$ cat config.mk
export PLATFORM = sky130hd
export DESIGN_NAME = re_readout_capture
export DESIGN_NICKNAME = d
export VERILOG_FILES = /design/src/rtl/re_readout_capture.sv
export SDC_FILE = /design/constraint.sdc
export NUM_CORES = 1
export LEC_CHECK = 0
export BUFFER_PORTS_ARGS = -buffer_cell sky130_fd_sc_hd__buf_4
export CAP_MARGIN = 0
export CORE_ASPECT_RATIO = 1.1
export CORE_MARGIN = 5
export CORE_UTILIZATION = 50
export DETAILED_ROUTE_END_ITERATION = 10
export HOLD_SLACK_MARGIN = 0.05
export PLACE_DENSITY = 0.7
export SYNTH_ARGS = -nofsm -noshare
export SYNTH_HDL_FRONTEND = slang
export SYNTH_SLANG_ARGS = --single-unit
$ cat constraint.sdc
create_clock -name Clk -period 6.2 [get_ports Clk]
set_input_delay 0.62 -clock Clk [delete_from_list [all_inputs] [get_ports Clk]]
set_output_delay 0.62 -clock Clk [all_outputs]
set_load 0.03 [all_outputs]
$ cat src/rtl/re_readout_capture.sv
// Readout capture: samples ADC data on strobe falls during READOUT and streams them out through a small FIFO.
// Sample is visible on Pix_valid one cycle after its strobe fall; a full FIFO without a pop drops the sample and sets Overflow.

module re_fifo #(
  parameter int W     = 8,
  parameter int DEPTH = 4
) (
  input  logic         Clk,
  input  logic         Reset_n,
  input  logic         Clr,
  input  logic         Push,
  input  logic         Pop,
  input  logic [W-1:0] Wr_dat,
  output logic [W-1:0] Rd_dat,
  output logic         Empty,
  output logic         Full
);
  localparam int AW = (DEPTH > 1) ? $clog2(DEPTH) : 1;

  logic [W-1:0]  mem [DEPTH];
  logic [AW-1:0] wr_ptr;
  logic [AW-1:0] rd_ptr;
  logic [AW:0]   count;
  logic          do_push;
  logic          do_pop;

  assign Empty   = (count == '0);
  assign Full    = (count == (AW+1)'(DEPTH));
  assign do_pop  = Pop & ~Empty;
  // A pop frees the head slot, so a push into a full FIFO still lands.
  assign do_push = Push & (~Full | do_pop);
  assign Rd_dat  = mem[rd_ptr];

  always_ff @(posedge Clk) begin
    if (do_push && !Clr) mem[wr_ptr] <= Wr_dat;
  end

  always_ff @(posedge Clk or negedge Reset_n) begin
    if (!Reset_n) begin
      wr_ptr <= '0;
      rd_ptr <= '0;
      count  <= '0;
    end else if (Clr) begin
      wr_ptr <= '0;
      rd_ptr <= '0;
      count  <= '0;
    end else begin
      if (do_push) wr_ptr <= wr_ptr + 1'b1;
      if (do_pop)  rd_ptr <= rd_ptr + 1'b1;
      count <= count + (AW+1)'(do_push) - (AW+1)'(do_pop);
    end
  end
endmodule

module re_readout_capture #(
  parameter int DATA_W     = 8,
  parameter int FRAME_PIX  = 4,
  parameter int IDX_W      = 2,
  parameter int FIFO_DEPTH = 4
) (
  input  logic              Clk,
  input  logic              Reset_n,
  input  logic              Init,
  input  logic              Expose,
  input  logic              NRE_1,
  input  logic              NRE_2,
  input  logic              ADC,
  input  logic [DATA_W-1:0] Data_in,
  input  logic              Pix_ready,
  output logic              Pix_valid,
  output logic [DATA_W-1:0] Pix_data,
  output logic              Pix_row,
  output logic [IDX_W-1:0]  Pix_index,
  output logic              Frame_done,
  output logic              Proto_err,
  output logic              Overflow
);
  typedef enum logic [1:0] {S_IDLE, S_EXPOSE, S_READOUT, S_DONE} state_t;

  typedef struct packed {
    logic [DATA_W-1:0] data;
    logic              row;
    logic [IDX_W-1:0]  idx;
  } sample_t;

  state_t           state, state_nxt;
  logic [IDX_W-1:0] pix_cnt, cnt_nxt;
  logic             adc_q, expose_q;
  logic             adc_fall, exp_rise, exp_fall;
  logic             one_low;
  logic             capture, bad_strobe, abort;
  logic             fifo_empty, fifo_full, pop;
  sample_t          push_dat, head;

  assign adc_fall = adc_q & ~ADC;
  assign exp_rise = Expose & ~expose_q;
  assign exp_fall = expose_q & ~Expose;
  assign one_low  = NRE_1 ^ NRE_2;

  always_ff @(posedge Clk or negedge Reset_n) begin
    if (!Reset_n) begin
      adc_q    <= 1'b0;
      expose_q <= 1'b0;
    end else begin
      adc_q    <= ADC;
      expose_q <= Expose;
    end
  end

  always_comb begin
    state_nxt  = state;
    cnt_nxt    = pix_cnt;
    capture    = 1'b0;
    bad_strobe = 1'b0;
    abort      = 1'b0;
    case (state)
      S_IDLE:   if (exp_rise) state_nxt = S_EXPOSE;
      S_EXPOSE: if (exp_fall) begin
        state_nxt = S_READOUT;
        cnt_nxt   = '0;
      end
      S_READOUT: begin
        // A new exposure wins over a strobe landing in the same cycle.
        if (exp_rise) begin
          state_nxt = S_EXPOSE;
          cnt_nxt   = '0;
          abort     = 1'b1;
        end else if (adc_fall) begin
          if (one_low) begin
            capture = 1'b1;
            cnt_nxt = pix_cnt + 1'b1;
            if (pix_cnt == IDX_W'(FRAME_PIX - 1)) state_nxt = S_DONE;
          end else begin
            bad_strobe = 1'b1;
          end
        end
      end
      S_DONE:   state_nxt = S_IDLE;
      default:  state_nxt = S_IDLE;
    endcase
  end

  assign pop      = ~fifo_empty & Pix_ready;
  assign push_dat = '{data: Data_in, row: NRE_1, idx: pix_cnt};

  always_ff @(posedge Clk or negedge Reset_n) begin
    if (!Reset_n) begin
      state     <= S_IDLE;
      pix_cnt   <= '0;
      Proto_err <= 1'b0;
      Overflow  <= 1'b0;
    end else if (Init) begin
      state     <= S_IDLE;
      pix_cnt   <= '0;
      Proto_err <= 1'b0;
      Overflow  <= 1'b0;
    end else begin
      state   <= state_nxt;
      pix_cnt <= cnt_nxt;
      if (bad_strobe || abort)            Proto_err <= 1'b1;
      if (capture && fifo_full && !pop)   Overflow  <= 1'b1;
    end
  end

  re_fifo #(.W($bits(sample_t)), .DEPTH(FIFO_DEPTH)) u_fifo (
    .Clk     (Clk),
    .Reset_n (Reset_n),
    .Clr     (Init),
    .Push    (capture),
    .Pop     (Pix_ready),
    .Wr_dat  (push_dat),
    .Rd_dat  (head),
    .Empty   (fifo_empty),
    .Full    (fifo_full)
  );

  // Payload is forced to zero when nothing is queued so stale entries never leak out.
  assign Pix_valid  = ~fifo_empty;
  assign Pix_data   = Pix_valid ? head.data : '0;
  assign Pix_row    = Pix_valid ? head.row  : 1'b0;
  assign Pix_index  = Pix_valid ? head.idx  : '0;
  assign Frame_done = (state == S_DONE);
endmodule
== After elaboration in Yosys (flattened, before gate mapping) ==
Memories as Yosys holds them, arrays and structs flattened.
Index checks and enable logic that the tools add are counted.

* Bits in registers: 15
* Output and inout port bits: 15
* Word-level logic and storage cells: 90
* Input port bits: 16
* RAM bits: 44
* Memories: 1

{| class="wikitable"
|+ Memory list
! name !! depth !! width !! rd ports !! clocked after Yosys merged registers in !! wr ports !! line !! text
|-
| u_fifo.mem || 4 || 11 || 1 || 0 || 1 || 20 || <nowiki>logic [W-1:0] mem [DEPTH];</nowiki>
|}

* Multiplexer cells: 38
* Bitwise logic cells: 12
* Eq/ne operators: 10
* Reductions and logical operators: 15
* $add $sub $neg: 5

{| class="wikitable"
|+ Operators by type and width
! operator !! count
|-
| two-way mux 2 bit || 17
|-
| two-way mux 1 bit || 17
|-
| != test 4 bit (second input constant) || 3
|-
| two-way mux 8 bit || 1
|-
| case mux 2 bit (4 select lines) || 1
|-
| nonzero test 2 bit || 4
|-
| adder 2 x 1 -> 2 bit (second input constant) || 3
|-
| equality test 2 bit (second input constant) || 3
|-
| != test 3 bit (second input constant) || 2
|-
| bitwise AND 1 bit || 5
|-
| NOT 1 bit || 5
|-
| AND reduction 5 bit || 1
|-
| case mux 2 bit (2 select lines) || 1
|-
| AND reduction 4 bit || 1
|-
| adder 3 x 1 -> 3 bit || 1
|-
| equality test 3 bit (second input constant) || 1
|-
| logical AND 1 bit || 3
|-
| logical NOT 3 bit || 1
|-
| two-way mux 3 bit || 1
|-
| nonzero test 3 bit || 1
|-
| subtractor 3 x 1 -> 3 bit || 1
|-
| equality test 2 x 1 -> 1 bit (second input constant) || 1
|-
| logical NOT 1 bit || 2
|-
| logical NOT 2 bit || 1
|-
| other kinds (3) || 3
|}

== Logic depth before layout (Yosys ltp) ==
Gate-level depths: netlist of the first run.

* Depth in word-level cells: 9
* Gate-level depth with buffers: 9
* Mapped depth without buffers: 9

== Modules after synthesis ==
Synthesis of the first run repeated with hierarchy kept, for this count alone.

* Cell total of the unflattened synthesis: 161
* Area, all modules: 2,613.8 um^2

{| class="wikitable"
|+ Modules (own cells, without submodules)
! module !! cells each !! instances !! seq. area each (um^2) !! area each (um^2)
|-
| re_fifo || 102 || 1 || 1,496.4 || 2,069.5
|-
| re_readout_capture || 59 || 1 || 200.2 || 544.3
|}

== Worst setup path after synthesis of the first run ==
No wires, ideal clock.

* Path kind: input -> register
* From: input port ADC
* To: register u_fifo.count[2]
* Buffers on the path: 0
* Setup time: 0.132 ns
* Cell stages on the path: 9
* Required time: 6.068 ns
* Path slack: 4.093 ns
* Data arrival time: 1.975 ns
* Cells stage by stage: nor2b_1 -> nand4_2 -> nor2_4 -> ha_1 -> inv_1 -> fa_1 -> xor2_1 -> xnor2_1 -> nor2_1

* Cells in the longest elaborated chain, start to end: 9

{| class="wikitable"
|+ Ends and longest elaborated chain
! what !! line !! text
|-
| start: declaration || 67 || <nowiki>input logic ADC,</nowiki>
|-
| NOT 1 bit || 95 || <nowiki>assign adc_fall = adc_q & ~ADC;</nowiki>
|-
| bitwise AND 1 bit || 95 ||
|-
| two-way mux 1 bit || 128 || <nowiki>end else if (adc_fall) begin</nowiki>
|-
| two-way mux 1 bit || 124 || <nowiki>if (exp_rise) begin</nowiki>
|-
| two-way mux 1 bit || 116 || <nowiki>case (state)</nowiki>
|-
| bitwise AND 1 bit || 31 || <nowiki>assign do_push = Push & (~Full | do_pop);</nowiki>
|-
| adder 3 x 1 -> 3 bit || 50 || <nowiki>count <= count + (AW+1)'(do_push) - (AW+1)'(do_pop);</nowiki>
|-
| subtractor 3 x 1 -> 3 bit || 50 ||
|-
| two-way mux 3 bit || 43 || <nowiki>end else if (Clr) begin</nowiki>
|-
| end signal: assignment || 50 ||
|-
| end: declaration || 23 || <nowiki>logic [AW:0] count;</nowiki>
|}

No other way between the ends.
A chain may end at the register's enable or synchronous reset.

== Worst setup path in the final report of the first run ==
* From: register u_fifo.rd_ptr[0]
* To: output port Pix_index[1]

* Cells in the longest elaborated chain, start to end: 2

{| class="wikitable"
|+ Ends and longest elaborated chain
! what !! line !! text
|-
| start: declaration || 22 || <nowiki>logic [AW-1:0] rd_ptr;</nowiki>
|-
| start signal: assignment || 49 || <nowiki>if (do_pop) rd_ptr <= rd_ptr + 1'b1;</nowiki>
|-
| memory (4 x 11 bit) || -- ||
|-
| two-way mux 2 bit || 181 || <nowiki>assign Pix_index = Pix_valid ? head.idx : '0;</nowiki>
|-
| end: declaration || 73 || <nowiki>output logic [IDX_W-1:0] Pix_index,</nowiki>
|}

No other way between the ends.

==> qor.csv, run 1 <==
metric,value,unit
initial antenna violation count,0,
global-route wire length before repair,7490,µm
"Reg clk slew, reported paths",60,ps
Leak Pwr,1.16,nW
pre-CTS setup slack,3740,ps
die height,85.0,µm
"antenna viol nets, final",0,
Initial Utilization,51.1,%
GPL Wtd Cong,0.804,
CTS Sinks,59,
Synth area leaders,"edfxtp_1 (52%), dfrtp_1 (15%), mux4_2 (7.1%), and2_1 (3.9%), mux4_1 (3.1%)",
register bit total from synthesis,59,
"Distinct cells, synth",33,
CP Class,register to output port,
Syn Area/Cell,16.6,µm²
Rel. slew slack,50.7,%
run status,"finished, final reports clean",
RSZ-0062 raised after global routing,false,
"count leader, synth",edfxtp_1,
min cycle time layout,2760,ps
CTS Buffer Depth,2,
post-route setup TNS,0,ps
Layout area overhead,17.9,%
input/output buffers,30,
crit path DAT,2140,ps
period utilization,44.5,%
Worst Setup Start Kind,register,
post-CTS setup repair buffer count,0,
cell row count,27,
"FFs w/ async S/R, synth",25.4,%
number of global-route vias before repair,1474,
Root Driver,clkbuf_8,
Setup WS post-layout,3440,ps
top-area cell type share of the netlist area,51.7,%
CTS buffer count,9,
total gr overflow,0,
Total Wirelength,4380,µm
io pins,31,
Die Width,78.2,µm
NumNets Final,214,
MaxCap Viol Count,0,
CP max FO,13,
HP Class,input pin to async pin,
Wirelength per Cell,17.2,µm
synthesized instance count,154,
f_max,362,MHz
post-synth top area cell,edfxtp_1,
Post-synth EDFFs,44,
Ant. Diodes,0,
post-synthesis net count,177,
area of the core,0.00500,mm²
CP Data Required Time,5580,ps
gr usage total,15.3,%
synthesized area,0.00255,mm²
"Clk Latency, worst-skew pair",330,ps
H-tree depth,3,
VDD IR max,0.213,mV
sequential-to-total area share from yosys stat,66.4,%
hold buffers post-CTS,0,
Vias/cell,5.43,
Final Hold Vio Count,0,
Post-route DRC,0,
Least-Margin Pin Slew,740,ps
CTS resizes,0,
main flop type after synthesis,edfxtp_1,
Starting DRT DRC Count,94,
CTS tree,yes,
pin count of the biggest net entering global routing,17,
Yosys Warn Count,0,
PwrDens,354,mW/mm²
First-pass DRT Iterations,4,
CP Capture Type,output port,
commonest cells in the netlist,"edfxtp_1 (44), and2_1 (16), dfrtp_1 (15)",
Vias,1379,
DP HPWL,2910,µm
Final Skew,6.20,ps
Final Max Tran Viols,0,
number of setup violations in the final report,0,
share of cells above drive strength 1,30.1,%
die area,0.00664,mm²
hold slack,129,ps
FF-to-FF setup slack,3890,ps
==> cell families after synthesis <==
| kind of cell | synth area share [%] |
|---|---|
| buffers and inverters | 1.52 |
| flip-flops | 66.4 |
| AND/OR/NAND/NOR | 11.9 |
| multiplexers | 11.5 |
| AO/OA/AOI/OAI | 2.64 |
| adder cells (fa/ha/maj) | 3.72 |
| XOR/XNOR | 2.35 |
==> worst max-delay path: stages, from the launching register on <==
cell and delay (ps):
dfrtp_1 820, mux4_1 640, and2_1 180, buf_4 160
==> worst paths after layout <==
check	start	to	depth (start not counted)
max	u_fifo.rd_ptr[0]	Pix_index[1]	3
min	Reset_n	u_fifo.rd_ptr[0]	1
max reg2reg	u_fifo.count[1]	u_fifo.count[2]	9
min reg2reg	Overflow	Overflow	2
max in group asynchronous	Reset_n	u_fifo.count[0]	1
min in group Clk	ADC	adc_q	1
==> report_power, final <==
group / internal (mW) / switching (mW)
logic: 0.126 / 0.148
clock network: 0.182 / 0.143
registers: 0.435 / 0.0316
total: 0.743 / 0.323
==> registers in the layout, summed over array words and instances, names as in the netlist, 2 cells and up <==
signal	cells
pix_cnt	2
state	2
u_fifo.count	3
u_fifo.mem	44
u_fifo.rd_ptr	2
u_fifo.wr_ptr	2
==> layer usage <==
| metal | GRT usage [%] | routed length, µm |
|---|---|---|
| met5 | 0 | 0 |
| met2 | 25.8 | 2330 |
| met3 | 4.35 | 229 |
| met4 | 9.54 | 119 |
| met1 | 17.2 | 1700 |
==> placed cells by master, fill, tap and decap left out, types with 4 or more instances in the layout <==
| master | Yosys | final |
|---|---|---|
| a21oi_1 | 5 | 5 |
| inv_1 | 4 | 4 |
| ha_1 | 6 | 6 |
| nor2_1 | 10 | 10 |
| mux4_2 | 8 | 8 |
| edfxtp_1 | 44 | 44 |
| nand2b_1 | 6 | 6 |
| dfrtp_1 | 15 | 15 |
| buf_4 | 0 | 30 |
| clkbuf_8 | 0 | 9 |
| o21ai_0 | 4 | 4 |
| and2_1 | 16 | 16 |
==> layout make-up <==
type | instances | area (µm²)
multi-input combinational | 87 | 820
clock buffer | 10 | 128
timing repair buffer | 30 | 225
clock inverter | 6 | 56.3
inverter | 4 | 15.0
tap | 58 | 72.6
fill | 393 | 1990
sequential | 59 | 1700
==> stage by stage <==
step	cells	area (µm²)	utilization, %	total power, mW
after floorplan	154	2550	-	0.665
after global placement	238	2830	56.6	0.748
after detailed placement	238	2830	56.6	0.756
after CTS	254	3010	60.3	1.08
after global routing	254	3010	60.3	1.12
final	254	3010	60.3	1.07
Power figures use the tool's default switching activity.
==> run 2: changes to the inputs <==
- ABC_AREA: default -> 1
- clock period: 6.2 -> 2.75 ns (I/O delays scaled with it)
==> qor.csv, run 2 <==
metric,value,unit
Post-synth EDFFs,44,
largest registers,"u_fifo.mem x44, u_fifo.count x3",
most frequent cells in the layout,"nor2_1 (59), edfxtp_1 (44), buf_4 (36)",
synthesized area,0.00268,mm²
CP Capture Type,register,
adder-cell share of the synthesized area,3.55,%
Syn Area/Cell,10.3,µm²
Root Driver,clkbuf_8,
multiplexer area fraction after synthesis,0,%
Final Skew,7.23,ps
die area,0.00692,mm²
Synth Area in XOR/XNOR,0.327,%
CP Class,input pin to register,
GPL Wtd Cong,0.774,
fill count,447,
Post-Place Cell Area,0.00297,mm²
"Clk Latency, worst-skew pair",320,ps
initial antenna violation count,0,
Total Wirelength,5180,µm
Post-route DRC,0,
RSZ-0062 raised after global routing,false,
M3 GR Usage,2.81,%
GRT busiest layer,met2,
largest family of logic cells by synthesized area,simple AND/OR/NAND/NOR gates,
die height,86.8,µm
met2 usage,26.1,%
Least-Margin Pin Slew,451,ps
FF-to-FF setup slack,760,ps
"antenna viol nets, final",0,
post-synthesis net count,284,
input/output buffers,30,
Yosys Warn Count,0,
reg2reg end,u_fifo.count[2],
First-pass DRT Iterations,4,
post-synthesis simple-gate area fraction,17.3,%
register bit total from synthesis,59,
sequential-to-total area share from yosys stat,63.3,%
main flop type after synthesis,edfxtp_1,
DP HPWL,3400,µm
CP Data Required Time,2990,ps
PwrDens,845,mW/mm²
"count leader, synth",nor2_1,
fin area,0.00315,mm²
CTS buffer count,9,
Synth Area in Compound Gates,8.31,%
Worst Setup Start Kind,input pin,
"Distinct cells, synth",25,
HP Class,input pin to register,
RR Startpoint,u_fifo.count[1],
Wirelength per Cell,13.6,µm
gr usage total,15.8,%
Synth area leaders,"edfxtp_1 (49%), dfrtp_1 (14%), nor2_1 (8.3%), inv_1 (4.2%), nand2_1 (3.9%)",
Leak Pwr,1.36,nW
post-CTS setup repair buffer count,0,
Vias/cell,4.92,
pre-CTS setup slack,767,ps
total gr overflow,0,
"commonest non-fill, non-tap cell in the layout",nor2_1,
Setup WS post-layout,649,ps
Worst setup startpoint,ADC,
cell row count,28,
"FFs w/ async S/R, synth",25.4,%
"Reg clk slew, reported paths",60,ps
commonest cells in the netlist,"nor2_1 (59), edfxtp_1 (44), inv_1 (30)",
synthesized instance count,261,
io pins,31,
R2R cell count,10,
Largest register FFs,44,
Final Max Tran Viols,0,
area of the core,0.00529,mm²
Die Width,79.8,µm
number of global-route vias before repair,1790,
min cycle time layout,2100,ps
MaxCap Viol Count,0,
hold slack,82.1,ps
pin count of the biggest net entering global routing,25,
Vias,1873,
end of the critical path,u_fifo.count[2],
Layout area overhead,17.5,%
Initial Utilization,50.6,%
H-tree depth,3,
top-area cell type share of the netlist area,49.3,%
Starting DRT DRC Count,193,
post-synth top area cell,edfxtp_1,
Largest Register,u_fifo.mem,
CTS Sinks,59,
CTS Buffer Depth,2,
Ant. Diodes,0,
share of cells above drive strength 1,18.0,%
CP max FO,3,
run status,"finished, final reports clean",
total power,2.66,mW
number of setup violations in the final report,0,
period utilization,76.4,%
Rel. slew slack,69.9,%
CTS tree,yes,
CTS resizes,0,
Final Hold Vio Count,0,
f_max,476,MHz
NumNets Final,324,
global-route wire length before repair,8190,µm
crit path DAT,2340,ps
met1 usage,19.6,%
VDD IR max,0.385,mV
post-route setup TNS,0,ps
-- run 2: cell types whose count changed in the layout (fill, tap and decap cells not counted), moves of 9 or more --
cell / before / now
inv_1: 4 / 30
a21oi_1: 5 / 14
and2_1: 16 / 0
o21ai_1: 0 / 19
nor2_1: 10 / 59
nand2_1: 3 / 28
-- run 2: through the flow --
| step | std cells | utilization, % |
|---|---|---|
| floorplan | 261 | - |
| global placement | 363 | 56.2 |
| detailed placement | 363 | 56.2 |
| CTS | 380 | 59.3 |
| global route | 381 | 59.5 |
| finish | 381 | 59.5 |
-- run 2: how the worst min path moves through the flow --
| stage | from | to | cells past startpoint |
|---|---|---|---|
| 2_1_floorplan | Reset_n | Overflow | 0 |
| 3_3_place_gp | Reset_n | state[0] | 1 |
| 3_5_place_dp | Reset_n | state[0] | 1 |
| 4_1_cts | ADC | adc_q | 1 |
| 5_1_grt | Expose | expose_q | 1 |
| 6_report | Expose | expose_q | 1 |
-- run 2: where the power goes --
group	internal [mW]	switching, mW	leakage [nW]
logic	0.322	0.646	0.683
registers	1.00	0.0564	0.595
clock network	0.318	0.310	0.0792
total	1.65	1.01	1.36
-- run 2: per-layer routing --
| layer | routed length, µm | vias to the layer above |
|---|---|---|
| met1 | 2180 | 867 |
| met3 | 280 | 8 |
| met5 | 0 | - |
| li1 | - | 941 |
| met4 | 72 | 0 |
| met2 | 2650 | 57 |
-- run 2: cell type report --
type,count,area [µm²],share of cell area (%)
Sequential cell,59,1700,53.9
Multi-Input combinational cell,160,790,25.1
Timing Repair Buffer,38,290,9.22
Clock buffer,12,135,4.29
Inverter,33,124,3.94
Tap cell,75,93.8,2.98
Clock inverter,4,17.5,0.557
-- run 2: cells by family after synthesis --
family	Yosys count
AO/OA/AOI/OAI	44
XOR/XNOR	1
adder cells (fa/ha/maj)	7
buffers and inverters	42
flip-flops	59
AND/OR/NAND/NOR	108
-- run 2: worst max-delay path: stages --
cell and delay [ps]:
dlygate4sd3_1 530, buf_4 130, nor2_1 160, inv_1 60, nor2_1 130, nand3_1 130, inv_1 80, ha_1 130
inv_1 50, fa_1 370, and3_1 180, nor3_1 120
-- run 2: timing repair --
| item | in CTS | in global routing |
|---|---|---|
| hold buffers | 1 | 1 |
| hold endpoints to repair | 15 | 1 |
| setup endpoints to repair | 0 | 0 |
